## src/rtl/data_sram_bridge.sv

```systemverilog
// data_sram_bridge: turns a single-cycle-request MEM-stage data RAM port into an
// sram-like handshake of the form req/addr_ok then data_ok. The pipeline is
// stalled until the response returns.
// Optional feature macro: DATA_SRAM_BRIDGE_FLUSH_EN. When it is defined, a MEM-stage
// flush can drop or discard the in-flight access.
//
// state  | meaning
// -------+------------------------------------------------------------
// IDLE   | no access in flight; an enable latches the payload
// REQ    | data_req asserted, waiting for data_addr_ok
// WAIT   | address accepted, waiting for data_data_ok
// DONE   | one-cycle completion, stall released, enable ignored
module data_sram_bridge #(
  parameter logic [31:0] PADDR_MASK = 32'h1FFF_FFFF
) (
  input  logic        clk,
  input  logic        resetn,
  input  logic        data_ram_en,
  input  logic [3:0]  data_ram_wen,
  input  logic [31:0] data_ram_addr,
  input  logic [31:0] data_ram_wdata,
  input  logic [1:0]  data_ram_size,
  input  logic        mem_flush,
  output logic [31:0] data_ram_rdata,
  output logic        mem_stall,
  output logic        data_req,
  output logic        data_wr,
  output logic [1:0]  data_size,
  output logic [31:0] data_addr,
  output logic [31:0] data_wdata,
  input  logic        data_addr_ok,
  input  logic        data_data_ok,
  input  logic [31:0] data_rdata
);

`ifdef DATA_SRAM_BRIDGE_FLUSH_EN
  localparam logic FLUSH_EN = 1'b1;
`else
  localparam logic FLUSH_EN = 1'b0;
`endif

  typedef enum logic [1:0] {S_IDLE, S_REQ, S_WAIT, S_DONE} state_t;

  state_t state_q, state_d;
  logic   discard_q, discard_d;
  logic   capture;
  logic   flush;

  // Flush is forced low in builds without the flush feature, so the FSM never sees it.
  assign flush = FLUSH_EN & mem_flush;

  // State and discard flag registers.
  always_ff @(posedge clk or negedge resetn) begin
    if (!resetn) begin
      state_q   <= S_IDLE;
      discard_q <= 1'b0;
    end else begin
      state_q   <= state_d;
      discard_q <= discard_d;
    end
  end

  // Next-state logic. A response is dropped when a flush is pending or arrives with it.
  always_comb begin
    state_d   = state_q;
    discard_d = discard_q;
    capture   = 1'b0;
    case (state_q)
      S_IDLE: begin
        if (data_ram_en) state_d = S_REQ;
      end
      S_REQ: begin
        if (data_addr_ok) begin
          if (data_data_ok) begin
            if (discard_q || flush) begin
              state_d   = S_IDLE;
              discard_d = 1'b0;
            end else begin
              capture = ~data_wr;
              state_d = S_DONE;
            end
          end else begin
            state_d = S_WAIT;
            if (flush) discard_d = 1'b1;
          end
        end else if (flush) begin
          state_d = S_IDLE;
        end
      end
      S_WAIT: begin
        if (data_data_ok) begin
          if (discard_q || flush) begin
            state_d   = S_IDLE;
            discard_d = 1'b0;
          end else begin
            capture = ~data_wr;
            state_d = S_DONE;
          end
        end else if (flush) begin
          discard_d = 1'b1;
        end
      end
      S_DONE: begin
        state_d = S_IDLE;
      end
      default: begin
        state_d = S_IDLE;
      end
    endcase
  end

  // Request payload, latched once when an access is accepted in IDLE.
  always_ff @(posedge clk or negedge resetn) begin
    if (!resetn) begin
      data_wr    <= 1'b0;
      data_size  <= 2'd0;
      data_addr  <= 32'h0;
      data_wdata <= 32'h0;
    end else if (state_q == S_IDLE && data_ram_en) begin
      data_wr    <= |data_ram_wen;
      data_size  <= data_ram_size;
      data_addr  <= data_ram_addr & PADDR_MASK;
      data_wdata <= data_ram_wdata;
    end
  end

  // Load data holding register, written only by a completing load.
  always_ff @(posedge clk or negedge resetn) begin
    if (!resetn) begin
      data_ram_rdata <= 32'h0;
    end else if (capture) begin
      data_ram_rdata <= data_rdata;
    end
  end

  assign data_req = (state_q == S_REQ);

  // The stall is gated by resetn so that it reads 0 while reset is held, even with the enable high.
  assign mem_stall = resetn & (((state_q == S_IDLE) & data_ram_en) |
                               (state_q == S_REQ) | (state_q == S_WAIT));

endmodule

```

## config.mk

```make
export PLATFORM = sky130hd
export DESIGN_NAME = data_sram_bridge
export DESIGN_NICKNAME = d
export VERILOG_FILES = /design/src/rtl/data_sram_bridge.sv
export SDC_FILE = /design/constraint.sdc
export NUM_CORES = 1
export LEC_CHECK = 0
export ABC_AREA = 1
export ABC_CLOCK_PERIOD_IN_PS = 1490
export CORE_UTILIZATION = 35
export CTS_CLUSTER_DIAMETER = 80
export DETAILED_ROUTE_END_ITERATION = 12
export PLACE_DENSITY = 0.84
export SYNTH_ARGS = -nofsm -noshare
export SYNTH_HDL_FRONTEND = slang
export SYNTH_SLANG_ARGS = --single-unit
export TNS_END_PERCENT = 10
```

## constraint.sdc

```tcl
create_clock -name clk -period 1.49 [get_ports clk]
set_input_delay 0.298 -clock clk [delete_from_list [all_inputs] [get_ports clk]]
set_output_delay 0.298 -clock clk [all_outputs]
set_load 0.05 [all_outputs]
```

==> run metrics <==
Fin Hold WS 13.4 ps; wire per inst 16.2 um; Critical R2R Launch state_q[1]; cells after synthesis 450; Setup crit start state_q[1]; Clock Path Buffers 2; Reg2Reg Setup Slack -200 ps; H-tree depth 3; Total Routing Usage GR 0.228; initial antenna violation count 0; Seq cells post-synth 98; clk_lat worst skew 350 ps; number of cell rows 38; Tot Pwr 20400 uW; WS Path Type reg -> out; post-synthesis sequential area ratio 0.622; Reg power frac 0.263; Avg Vias per Cell 4.75; average cell area after synthesis 8.76 um2; CP Data Arrival Time 1510 ps; Worst Path Required 1190 ps; final net count 789; PwrDens 2590 nW/um2; clk slew on worst S/H paths 100 ps; total congestion overflow 0; CTS tree yes; NetSw 9400 uW; core footprint 10900 um2; Die H 108 um; failing checks negative setup slack; Sw Share 0.460; post-DP HPWL 9000 um; Combinational Power Share 0.653; Clock power frac 0.083; WL final 13300 um; filler instances 700; final slew viol count 0; Worst Setup End Kind output port; residual DRC count 0; reg2reg end data_ram_rdata[28]; clock skew 11.8 ps; Slew @ Worst Pin 519 ps; minimum clock period 1810 ps; Fmax 553 MHz; CTS sink count 98; post-route ant nets 0; total CTS buffers 9; design area 7880 um2; starting density of the core 0.362; global-route wire length before repair 20300 um; Synth Warn # 0; Cell Area, Placed 7190 um2; Pint 11000 uW; R2R cell count 9; Post-Syn Area 3940 um2; Die ar. 11700 um2; Layout area overhead 99.8%; RSZ-0062 raised after global routing yes; initial drt markers 269; Max Cap Viol 0; fraction of layout cells with a size suffix above 1 0.283; worst slack at placement -115 ps; IO Count 209; port bufs 201; drt first pass iters 4; maximum vdd drop 1.80 mV; relative slew slack 0.654; Chip Width 108 um; diodes inserted 0; Synth cell types 17; worst hold path type in -> async; vias 3897; outcome finished with violations; Pleak 0.00385 uW; number of global-route vias before repair 4137; CP Launch Type flop; fin worst setup slack -317 ps; largest net degree at the start of global routing 99; final setup fails 98; clock root cell clkbuf_8; final hold viol count 0; GP Congestion 0.841; Core Util, Final 0.723; fin crit share 1.21; crit-path max FO 3
final cells by class:
type                            instances  area, um2  share of cell area
Timing Repair Buffer                  238       3500               0.444
Sequential cell                        98       2450               0.311
Multi-Input combinational cell        320       1520               0.193
Tap cell                              140        175              0.0222
Clock buffer                           11        131              0.0167
Clock inverter                          5       55.1             0.00699
Inverter                                9       38.8             0.00493
kinds of logic (layout without fill, tap and decap cells):
family                   count (synthesis)  in the layout  share of synthesized area
AO/OA/AOI/OAI                            2              2                    0.00317
buffers and inverters                   34            263                     0.0467
adder cells (fa/ha/maj)                  5              5                     0.0159
other                                    1              3                   0.000951
flip-flops                              98             98                      0.622
AND/OR/NAND/NOR                        310            310                      0.311
worst max-delay path, stage by stage (launching register included):
cell,delay (ps)
dfrtp_1,430
inv_2,120
buf_6,110
ha_4,140
nand2_4,50
a21boi_4,150
buf_12,150
synth_stat cells, drive strengths merged:
cell	n	area share
nand2	267	0.25
dfrtp	98	0.62
nand3	35	0.044
buf	24	0.037
inv	9	0.0086
nor2	7	0.010
ha	5	0.016
a21boi	1	0.0019
a21oi	1	0.0013
clkbuf	1	0.00095
conb	1	0.00095
nor3	1	0.0013
how the worst max path moves through the flow:
stage / end / cells after the start
final: mem_stall / 6
after global routing: mem_stall / 6
after CTS: mem_stall / 6
after detailed placement: data_ram_rdata[26] / 9
after global placement: data_ram_rdata[15] / 7
after floorplan: data_ram_rdata[10] / 8
power by group through the flow:
stage / Clock (uW) / Combinational [uW] / Sequential [uW]
after floorplan: 0 / 2020 / 8770
after global placement: 0 / 12200 / 5220
after detailed placement: 0 / 12500 / 5320
after CTS: 1730 / 13200 / 5300
after global routing: 1860 / 13900 / 5510
final: 1710 / 13300 / 5370
per-stage QoR:
step / cells / setup TNS [ps]
after detailed placement: 786 / -3000
after global placement: 786 / -791
after global routing: 821 / -20220
after floorplan: 452 / 0
after CTS: 820 / -5130
final: 821 / -11040
per-layer routing:
layer  up-vias  share of wire  track usage
li1       1818              -            -
met1      1864           0.35        0.238
met2       184           0.54        0.418
met3        31          0.078       0.0681
met4         0          0.033        0.103
met5         -              0            0
cell usage in the layout (no fill, tap or decap), types with 5 or more instances in the layout:
cell type	instances
clkbuf_8	9
nand2_2	14
clkdlybuf4s50_1	102
dfrtp_1	98
inv_1	5
nand3_2	5
nand2_4	9
buf_6	11
buf_4	13
nand2_1	243
buf_12	103
nand3_1	30
repair_timing:
action                     4_1_cts  5_1_grt
pin swaps                        8       16
cloned                           4        1
hold buffers                     0        0
gates resized for setup         33       39
buffers inserted                15        1
setup endpoints to repair       34       98
flip-flops by register name (all words and copies together), names as in the netlist:
signal,flops
data_addr,29
data_ram_rdata,32
data_size,2
data_wdata,32
data_wr,1
state_q,2
Power figures use the tool's default switching activity.
